File: src/rtl/id_exe_stage_reg.sv
// ID-to-EXE pipeline register with RAW hazard detection, bubble insertion and a
// saturating stall counter.
module id_exe_stage_reg #(
    parameter int unsigned REG_ADDR_W = 4,
    parameter int unsigned DATA_W     = 32,
    parameter int unsigned CMD_W      = 4,
    parameter int unsigned CNT_W      = 16
) (
    input  logic                  clk,
    input  logic                  rst_n,
    input  logic                  forward_en,
    input  logic                  freeze,
    input  logic                  flush,
    input  logic                  id_valid,
    input  logic [REG_ADDR_W-1:0] id_src1,
    input  logic [REG_ADDR_W-1:0] id_src2,
    input  logic                  id_src1_used,
    input  logic                  id_src2_used,
    input  logic [REG_ADDR_W-1:0] id_dest,
    input  logic [DATA_W-1:0]     id_val1,
    input  logic [DATA_W-1:0]     id_val2,
    input  logic                  id_wb_en,
    input  logic                  id_mem_r_en,
    input  logic                  id_mem_w_en,
    input  logic [CMD_W-1:0]      id_cmd,
    input  logic [REG_ADDR_W-1:0] mem_dest,
    input  logic                  mem_wb_en,
    output logic                  stall_id,
    output logic                  exe_valid,
    output logic [REG_ADDR_W-1:0] exe_src1,
    output logic [REG_ADDR_W-1:0] exe_src2,
    output logic [REG_ADDR_W-1:0] exe_dest,
    output logic [DATA_W-1:0]     exe_val1,
    output logic [DATA_W-1:0]     exe_val2,
    output logic                  exe_wb_en,
    output logic                  exe_mem_r_en,
    output logic                  exe_mem_w_en,
    output logic [CMD_W-1:0]      exe_cmd,
    output logic [CNT_W-1:0]      stall_cycles
);

    logic hit_exe;
    logic hit_mem;
    logic hazard;

    // Source-vs-destination match against the instructions in EXE and MEM.
    always_comb begin
        hit_exe = exe_valid & exe_wb_en &
                  ((id_src1_used & (id_src1 == exe_dest)) |
                   (id_src2_used & (id_src2 == exe_dest)));
        hit_mem = mem_wb_en &
                  ((id_src1_used & (id_src1 == mem_dest)) |
                   (id_src2_used & (id_src2 == mem_dest)));
        hazard  = forward_en ? (hit_exe & exe_mem_r_en) : (hit_exe | hit_mem);
    end

    // Gated by rst_n so IF/ID is never held while the pipe is in reset.
    assign stall_id = rst_n & id_valid & hazard & ~flush;

    // Freeze outranks flush so the instruction already in EXE survives a hold.
    always_ff @(posedge clk or negedge rst_n) begin
        if (!rst_n) begin
            exe_valid    <= 1'b0;
            exe_src1     <= '0;
            exe_src2     <= '0;
            exe_dest     <= '0;
            exe_val1     <= '0;
            exe_val2     <= '0;
            exe_wb_en    <= 1'b0;
            exe_mem_r_en <= 1'b0;
            exe_mem_w_en <= 1'b0;
            exe_cmd      <= '0;
            stall_cycles <= '0;
        end else if (!freeze) begin
            if (flush || stall_id) begin
                exe_valid    <= 1'b0;
                exe_src1     <= '0;
                exe_src2     <= '0;
                exe_dest     <= '0;
                exe_val1     <= '0;
                exe_val2     <= '0;
                exe_wb_en    <= 1'b0;
                exe_mem_r_en <= 1'b0;
                exe_mem_w_en <= 1'b0;
                exe_cmd      <= '0;
                if (stall_id && (stall_cycles != '1)) begin
                    stall_cycles <= stall_cycles + CNT_W'(1);
                end
            end else begin
                exe_valid    <= id_valid;
                exe_src1     <= id_src1;
                exe_src2     <= id_src2;
                exe_dest     <= id_dest;
                exe_val1     <= id_val1;
                exe_val2     <= id_val2;
                exe_wb_en    <= id_wb_en;
                exe_mem_r_en <= id_mem_r_en;
                exe_mem_w_en <= id_mem_w_en;
                exe_cmd      <= id_cmd;
            end
        end
    end

endmodule

File: config.mk
export PLATFORM = sky130hd
export DESIGN_NAME = id_exe_stage_reg
export DESIGN_NICKNAME = d
export VERILOG_FILES = /design/src/rtl/id_exe_stage_reg.sv
export SDC_FILE = /design/constraint.sdc
export NUM_CORES = 1
export LEC_CHECK = 0
export CAP_MARGIN = 40
export CORE_MARGIN = 2
export CORE_UTILIZATION = 40
export CTS_CLUSTER_DIAMETER = 200
export CTS_CLUSTER_SIZE = 24
export DETAILED_ROUTE_END_ITERATION = 10
export PLACE_DENSITY = 0.87
export SLEW_MARGIN = 20
export SYNTH_ARGS = -nofsm -noshare
export SYNTH_HDL_FRONTEND = slang
export SYNTH_SLANG_ARGS = --single-unit
File: constraint.sdc
create_clock -name clk -period 2.6 [get_ports clk]
set_input_delay 0.26 -clock clk [delete_from_list [all_inputs] [get_ports clk]]
set_output_delay 0.26 -clock clk [all_outputs]
set_load 0.05 [all_outputs]
==> results.yml, run 1 <==
run_status:
  outcome: "finished clean"
sta:
  finalCritPeriodShare_pct: 95.91
  hold_violations: 0
  tightestPinTransition_ns: 0.6783
  slew_headroom_pct: 54.67
  min_period_ns: 2.494
  fmax_mhz: 401.0
  finalSetupViolCount: 0
  hold_ws_ns: 0.3534
  drv_slew: 0
  skew_ns: 0.01487
cells_and_area:
  layout_commonest_cell: "clkdlybuf4s50_1"
  drive_gt1_share_pct: 7.202
  diodes: 0
  fin_nets: 578
  most-common-layout-cells: "193 x clkdlybuf4s50_1, 99 x dfrtp_1, 83 x a22o_1"
  regArea_sq_um: 2504
  fillers: 744
  syn_to_final_growth_pct: 58.83
  multi_input_area_sq_um: 1358
  fin_area_sq_um: 6327
detailed_routing:
  vias: 3218
  dr.pass1.iters: 4
  vias_per_cell: 5.199
  drc: 0
  ant_nets: 0
  drtIter0Drc: 124
  routed_wl_mm: 11.03
  wire_per_inst_um: 17.81
global_routing:
  grt_pass1_vias: 3321
  track_usage_pct: 19.99
  grt_first_pass_wirelength_mm: 17.46
  grt_overflow: 0
  grt_max_degree: 85
  antenna_found_initial: 0
worst_hold_path:
  whs_path_depth: 4
  hold_path_class: "input pin to register"
  hold_end: "exe_valid$_DFFE_PN0N_"
  min_from: "freeze"
cts:
  numCtsBuffers: 9
  cts_tree: "built"
  clock_tree.htree_level_count: 3
  worstSkewPairLatency_ns: 0.35
  path_clk_slew_ns: 0.10
  cts_sinks: 100
  postCtsSetupBuffers: 0
  ctsRootBufferMaster: "clkbuf_8"
  max-clock-path-buffers: 2
critical_path:
  r2r_start: "exe_dest[3]$_DFFE_PN0N_"
  reg2reg_depth: 7
  critPathArrivalTime_ns: 2.23
  regToRegEndpoint: "exe_val2[15]$_DFFE_PN0N_"
  cp-end-kind: "output pin"
  path_class: "register to output pin"
  cp-start-kind: "register"
  critPathRequiredTime_ns: 2.34
  ff2ff_setup_slack_ns: 0.31
  worstPathMaxFanout: 17
logic_synthesis:
  netlist_top_cells_area: "dfrtp_1 63%, a22o_1 18%, xnor2_1 4.4%"
  yosysWarnings: 0
  synth.avg_cell_area_sq_um: 13.98
  ys_ff_latch: 100
  synth_compound_area_share_pct: 20.32
  synth_top_family_by_area: "compound AO/OA/AOI/OAI gates"
  synthMuxAreaShare_pct: 0.2827
  yosys.area.top_type: "dfrtp_1"
  syn_inst: 285
  synth_fp_nets: 382
  synth_area_sq_um: 3984
  synth_fa_ha_area_share_pct: 0.3141
  synth-simple-area-share_pct: 5.905
  ys_seq_area_share_pct: 62.81
  yosysUniqueCellTypes: 28
  synth_xor_area_share_pct: 6.815
  synth_top_area_share_pct: 62.81
floorplanning:
  dieArea_sq_um: 10770
  rows: 36
  die_y_um: 103.8
  core-area_sq_um: 9729
  start_util_pct: 40.95
  die-width_um: 103.8
  pin_count: 197
power:
  switchingPower_w: 0.001247
  clock_power_share_pct: 26.9
  switching_share_pct: 33.76
  p_comb_share_pct: 26.4
  intPower_w: 0.002448
  power_per_cell_area_nw_per_um2: 584.1
  ir_worst_vdd_v: 0.0003876
  power.leakage_nw: 2.750
  seqPwrFrac_pct: 46.7
placed_design:
  post_dp_cell_area_sq_um: 6055
  io_buffers: 196
  dp_hpwl_mm: 7.841
  gp_congestion: 0.8503
run:
  maxCapViolCount: 0
==> metal layers <==
| metal | share of wire (%) | up-vias | GRT usage, % |
|---|---|---|---|
| met3 | 4.9 | 12 | 5.098 |
| met2 | 51 | 117 | 34.58 |
| met4 | 1.3 | 0 | 4.633 |
| met1 | 42 | 1623 | 25.35 |
| met5 | 0 | - | 0 |
| li1 | - | 1466 | - |
==> power groups by stage <==
stage	logic, W	registers (W)	clock network (W)
6_report	0.000977	0.00173	0.000993
5_1_grt	0.00102	0.00174	0.00109
4_1_cts	0.000973	0.00173	0.00102
3_5_place_dp	0.000970	0.00175	0
3_3_place_gp	0.000955	0.00175	0
2_1_floorplan	0.000166	0.00211	0
==> cells in the mapped netlist <==
master      n
a21boi_2    1
a21boi_4    1
a21oi_1     1
a22o_1     83
a311oi_1    1
a31oi_1     2
a31oi_4     1
and2_1      3
and2_4      1
and3_1      5
and3b_1     1
and4_1      3
buf_2       2
buf_6       8
clkbuf_1   10
dfrtp_1   100
ha_1        1
inv_1       1
mux2_2      1
nand2_1     5
nand3_1     8
nand4_1     8
nor2_1      2
nor2b_1     1
nor4_1      3
o21ai_0     1
xnor2_1    20
xor2_1     11
==> layout make-up <==
type                    count  area share (%)
flip-flops and latches    100           39.57
inverters                   1         0.05932
repair buffers            205           33.12
clock inverters             7           1.206
multi-input cells         164           21.46
well taps                 133           2.630
clock buffers               9           1.958
==> worst max-delay path, stage by stage, from the launching register on <==
cell and delay [ns]:
dfrtp_2 0.46, xor2_1 0.18, nor4_1 0.29, a31oi_1 0.17, a21boi_4 0.22, buf_6 0.19, and3b_1 0.22, buf_12 0.15
==> worst max-delay path by stage <==
stage	startpoint	end	slack (ns)	depth (start not counted)
4_1_cts	exe_dest[3]$_DFFE_PN0N_	stall_id	0.01	7
3_3_place_gp	id_src2[3]	exe_val2[10]$_DFFE_PN0N_	0.08	8
5_1_grt	exe_dest[3]$_DFFE_PN0N_	stall_id	-0.005	7
6_report	exe_dest[3]$_DFFE_PN0N_	stall_id	0.11	7
2_1_floorplan	exe_dest[3]$_DFFE_PN0N_	stall_id	0.16	6
3_5_place_dp	id_src2[3]	exe_val2[15]$_DFFE_PN0N_	-0.04	8
==> stage by stage <==
stage	setup TNS, ns	total power [W]	setup WS, ns	utilization, %	cells
CTS	0	0.003717	0.01210	64.39	617
floorplan	0	0.002281	0.1630	-	285
detailed placement	-0.1794	0.002724	-0.03887	62.23	600
finish	0	0.003696	0.1062	65.03	619
global route	-0.005294	0.003848	-0.005294	65.03	619
global placement	0	0.002707	0.07867	62.23	600
==> logic make-up after synthesis <==
logic type	after synthesis
AND/OR/NAND/NOR	40
buffers and inverters	21
multiplexers	1
flip-flops	100
AO/OA/AOI/OAI	91
XOR/XNOR	31
adder cells (fa/ha/maj)	1
==> flip-flops by register name, indices dropped and copies added, names as in the netlist <==
name          flops
exe_val1         32
exe_src2          4
exe_src1          4
exe_wb_en         1
exe_cmd           4
exe_mem_r_en      1
exe_mem_w_en      1
stall_cycles     16
exe_valid         1
exe_dest          4
exe_val2         32
==> what timing repair did <==
action / in CTS / in global routing
resized for setup: 0 / 4
hold buffers: 1 / 0
endpoints found under the hold margin: 34 / 0
setup endpoints to repair: 0 / 1
No activity file was read; power rests on OpenSTA's default activity.
==> run 2: changes to the inputs <==
Settings changed: SLEW_MARGIN 20 to 40.
==> results.yml, run 2 (same netlist as run 1, synthesis figures left out) <==
power:
  ir_worst_vdd_v: 0.0003867
  total_power_w: 0.003683
  power.leakage_nw: 2.730
  power_per_cell_area_nw_per_um2: 585.8
detailed_routing:
  drtIter0Drc: 116
  met2_length_mm: 5.665
  drc: 0
  wl_met1_mm: 4.563
  vias_per_cell: 5.199
  wire_per_inst_um: 17.76
  ant_nets: 0
  vias: 3208
  top_layer: "met4"
  routed_wl_mm: 10.96
  dr.pass1.iters: 4
  wl_met3_um: 589
run_status:
  outcome: "finished clean"
cts:
  worstSkewPairLatency_ns: 0.35
  path_clk_slew_ns: 0.10
  cts_sinks: 100
  max-clock-path-buffers: 2
  postCtsSetupBuffers: 0
  cts_tree: "built"
  clock_tree.htree_level_count: 3
  numCtsBuffers: 9
  ctsRootBufferMaster: "clkbuf_8"
floorplanning:
  dieArea_sq_um: 10770
  start_util_pct: 40.95
  pin_count: 197
  rows: 36
  die_y_um: 103.8
  core-area_sq_um: 9729
  die-width_um: 103.8
sta:
  drv_slew: 0
  skew_ns: 0.01440
  slew_headroom_pct: 54.96
  fmax_mhz: 404.2
  finalSetupViolCount: 0
  fin_ws_ns: 0.1259
  fin_setup_tns_ns: 0
  hold_violations: 0
  min_period_ns: 2.474
  tightestPinTransition_ns: 0.6740
  finalCritPeriodShare_pct: 95.16
critical_path:
  startpoint: "exe_dest[3]$_DFFE_PN0N_"
  ff2ff_setup_slack_ns: 0.32
  critPathArrivalTime_ns: 2.21
  worstPathMaxFanout: 17
  r2r_start: "exe_dest[3]$_DFFE_PN0N_"
  path_class: "register to output pin"
  cp-end-kind: "output pin"
  critPathRequiredTime_ns: 2.34
  reg2reg_depth: 7
  regToRegEndpoint: "exe_val2[15]$_DFFE_PN0N_"
  cp-start-kind: "register"
  endpoint: "stall_id"
cells_and_area:
  drive_gt1_share_pct: 6.818
  fin_area_sq_um: 6287
  syn_to_final_growth_pct: 57.82
  multi_input_area_sq_um: 1358
  layout_commonest_cell: "clkdlybuf4s50_1"
  fillers: 746
  regArea_sq_um: 2504
  top_regs: "exe_val1: 32 flops, exe_val2: 32 flops, stall_cycles: 16 flops"
  diodes: 0
  most-common-layout-cells: "193 x clkdlybuf4s50_1, 99 x dfrtp_1, 83 x a22o_1"
  fin_nets: 576
global_routing:
  grt_pass1_vias: 3321
  grt_overflow: 0
  grt_max_degree: 85
  antenna_found_initial: 0
  grt_first_pass_wirelength_mm: 17.46
  track_usage_pct: 19.99
placed_design:
  gp_congestion: 0.8503
  dp_hpwl_mm: 7.841
  io_buffers: 196
  post_dp_cell_area_sq_um: 6055
  pre_cts_ws_ns: -0.03887
run:
  maxCapViolCount: 0
worst_hold_path:
  hold_path_class: "input pin to register"
## run 2: metrics by stage
step | cells | hold slack, ns | util, %
floorplan | 285 | -0.03559 | -
global placement | 600 | 0.3243 | 62.23
detailed placement | 600 | 0.3320 | 62.23
CTS | 617 | 0.3460 | 64.39
global route | 617 | 0.3741 | 64.62
finish | 617 | 0.3647 | 64.62
## run 2: power breakdown
group          internal, W  total (W)  switching, W
Combinational     0.000400   0.000969      0.000569
Sequential         0.00166    0.00173     0.0000683
Clock             0.000384   0.000989      0.000604
## run 2: worst min path at each step
stage,from,end,slack [ns],cells past startpoint
floorplan,rst_n,exe_cmd[0]$_DFFE_PN0N_,-0.04,0
global placement,rst_n,exe_dest[2]$_DFFE_PN0N_,0.32,2
detailed placement,rst_n,exe_dest[2]$_DFFE_PN0N_,0.33,2
CTS,freeze,exe_valid$_DFFE_PN0N_,0.35,4
global route,freeze,exe_valid$_DFFE_PN0N_,0.37,4
finish,freeze,exe_valid$_DFFE_PN0N_,0.36,4
## run 2: worst max-delay path, cell delays in order, from the launching register on
cell	delay (ns)
dfrtp_2	0.46
xor2_1	0.18
nor4_1	0.27
a31oi_1	0.16
a21boi_4	0.22
buf_6	0.19
and3b_1	0.22
buf_12	0.15
## run 2: area by class of cell
cell class	instances	area share, %
Sequential cell	100	39.82
Timing Repair Buffer	203	32.70
Multi-Input combinational cell	164	21.59
Tap cell	133	2.647
Clock buffer	9	1.970
Clock inverter	7	1.214
Inverter	1	0.05970
## run 2: routing by layer
layer | vias up | GRT usage (%)
met5 | - | 0
met4 | 0 | 4.633
met3 | 12 | 5.098
met2 | 121 | 34.58
met1 | 1615 | 25.35
li1 | 1460 | -
## run 2: what timing repair did
| action | in CTS | in global routing |
|---|---|---|
| endpoints found under the hold margin | 34 | 0 |
| endpoints found under the setup margin | 0 | 1 |
| hold buffers | 1 | 0 |
| resized for setup | 0 | 4 |
==> run 3: changes to the inputs <==
Settings changed: REMOVE_ABC_BUFFERS set to 1, SLEW_MARGIN 40 to 20.
==> results.yml, run 3 (same netlist as run 1, synthesis figures left out) <==
detailed_routing:
  drtIter0Drc: 110
  vias_per_cell: 5.159
  ant_nets: 0
  drc: 0
  routed_wl_mm: 10.73
  vias: 3188
  dr.pass1.iters: 5
  wire_per_inst_um: 17.36
worst_hold_path:
  whs_path_depth: 4
  hold_end: "exe_valid$_DFFE_PN0N_"
  min_from: "freeze"
  hold_path_class: "input pin to register"
power:
  power.leakage_nw: 2.723
  ir_worst_vdd_v: 0.0002875
  power_per_cell_area_nw_per_um2: 575.7
  total_power_w: 0.003606
sta:
  tightestPinTransition_ns: 0.7252
  slew_headroom_pct: 51.65
  finalSetupViolCount: 0
  hold_violations: 0
  rsz0062_at_grt: "false"
  min_period_ns: 2.344
  skew_ns: 0.02093
  fmax_mhz: 426.7
  finalCritPeriodShare_pct: 90.15
  drv_slew: 0
cells_and_area:
  top_regs: "exe_val1: 32 flops, exe_val2: 32 flops, stall_cycles: 16 flops"
  syn_to_final_growth_pct: 57.26
  diodes: 0
  fin_nets: 577
  layout_commonest_cell: "clkdlybuf4s50_1"
  utilization_pct: 64.39
  fillers: 784
  drive_gt1_share_pct: 6.186
  most-common-layout-cells: "193 x clkdlybuf4s50_1, 100 x dfrtp_1, 83 x a22o_1"
critical_path:
  worstPathMaxFanout: 5
  critPathRequiredTime_ns: 2.34
  r2r_start: "stall_cycles[0]$_DFFE_PN0P_"
  cp-end-kind: "output pin"
  reg2reg_depth: 7
  regToRegEndpoint: "stall_cycles[9]$_DFFE_PN0P_"
  path_class: "register to output pin"
  ff2ff_setup_slack_ns: 0.48
  cp-start-kind: "register"
  critPathArrivalTime_ns: 2.08
run_status:
  outcome: "finished clean"
floorplanning:
  dieArea_sq_um: 10770
  core-area_sq_um: 9729
  die_y_um: 103.8
  die-width_um: 103.8
  start_util_pct: 40.95
  pin_count: 197
  rows: 36
cts:
  max-clock-path-buffers: 2
  cts_resized: 0
  ctsRootBufferMaster: "clkbuf_8"
  hold_buffers: 1
  cts_sinks: 100
  cts_tree: "built"
  numCtsBuffers: 9
  clock_tree.htree_level_count: 3
  path_clk_slew_ns: 0.09
  postCtsSetupBuffers: 0
  worstSkewPairLatency_ns: 0.35
global_routing:
  grt_max_degree: 85
  track_usage_pct: 20.45
  grt_first_pass_wirelength_mm: 17.66
  antenna_found_initial: 0
  grt_overflow: 0
  grt_pass1_vias: 3395
placed_design:
  dp_hpwl_mm: 7.871
  io_buffers: 196
  gp_congestion: 0.8316
run:
  maxCapViolCount: 0
==> run 3: changes by cell type in the layout (fill, tap and decap cells not counted), moves of 2 or more <==
cell        before  now
buf_4            2    6
clkinvlp_4       0    2
inv_8            3    1
buf_6            3    0
==> run 3: where the power goes <==
| group | internal [W] | total [W] | switching, W |
|---|---|---|---|
| clock network | 0.000387 | 0.000912 | 0.000525 |
| registers | 0.00166 | 0.00173 | 0.0000693 |
| logic | 0.000401 | 0.000968 | 0.000568 |
==> run 3: routing by layer <==
layer | global-route usage (%) | part of all wire, %
met5 | 0 | 0
met4 | 8.012 | 2.6
met3 | 5.475 | 6.7
met2 | 33.35 | 49
met1 | 26.12 | 41
==> run 3: worst max-delay path by stage <==
stage,cells past startpoint,start,to
2_1_floorplan,6,exe_dest[3]$_DFFE_PN0N_,exe_dest[3]$_DFFE_PN0N_
3_3_place_gp,8,id_src1[3],exe_dest[3]$_DFFE_PN0N_
3_5_place_dp,8,id_src2[1],exe_val2[6]$_DFFE_PN0N_
4_1_cts,6,exe_dest[2]$_DFFE_PN0N_,stall_id
5_1_grt,6,exe_dest[3]$_DFFE_PN0N_,stall_id
6_report,6,exe_dest[2]$_DFFE_PN0N_,stall_id
==> run 3: worst max-delay path: stages (launching register included) <==
cell	delay, ns
dfrtp_1	0.45
xor2_1	0.19
nor4_1	0.28
a31oi_1	0.17
a21boi_4	0.26
and3b_1	0.25
buf_12	0.15
==> run 3: through the flow <==
| step | cell area (sq um) | cells | hold slack (ns) | setup slack (ns) | TNS, ns |
|---|---|---|---|---|---|
| 4_1_cts | 6237 | 617 | 0.4047 | 0.2264 | 0 |
| 2_1_floorplan | 3846 | 265 | -0.03559 | -0.8554 | -70.38 |
| 6_report | 6265 | 618 | 0.3984 | 0.2562 | 0 |
| 3_5_place_dp | 6042 | 600 | 0.3861 | 0.2303 | 0 |
| 3_3_place_gp | 6042 | 600 | 0.3771 | 0.3147 | 0 |
| 5_1_grt | 6265 | 618 | 0.4141 | 0.1388 | 0 |
==> run 3: final cells by class <==
cell class / instances / area, sq um / area share (%)
Sequential cell: 100 / 2502 / 39.94
Timing Repair Buffer: 204 / 2059 / 32.87
Multi-Input combinational cell: 164 / 1348 / 21.51
Tap cell: 133 / 166.4 / 2.656
Clock buffer: 11 / 141.4 / 2.257
Clock inverter: 5 / 43.79 / 0.6990
Inverter: 1 / 3.754 / 0.05992
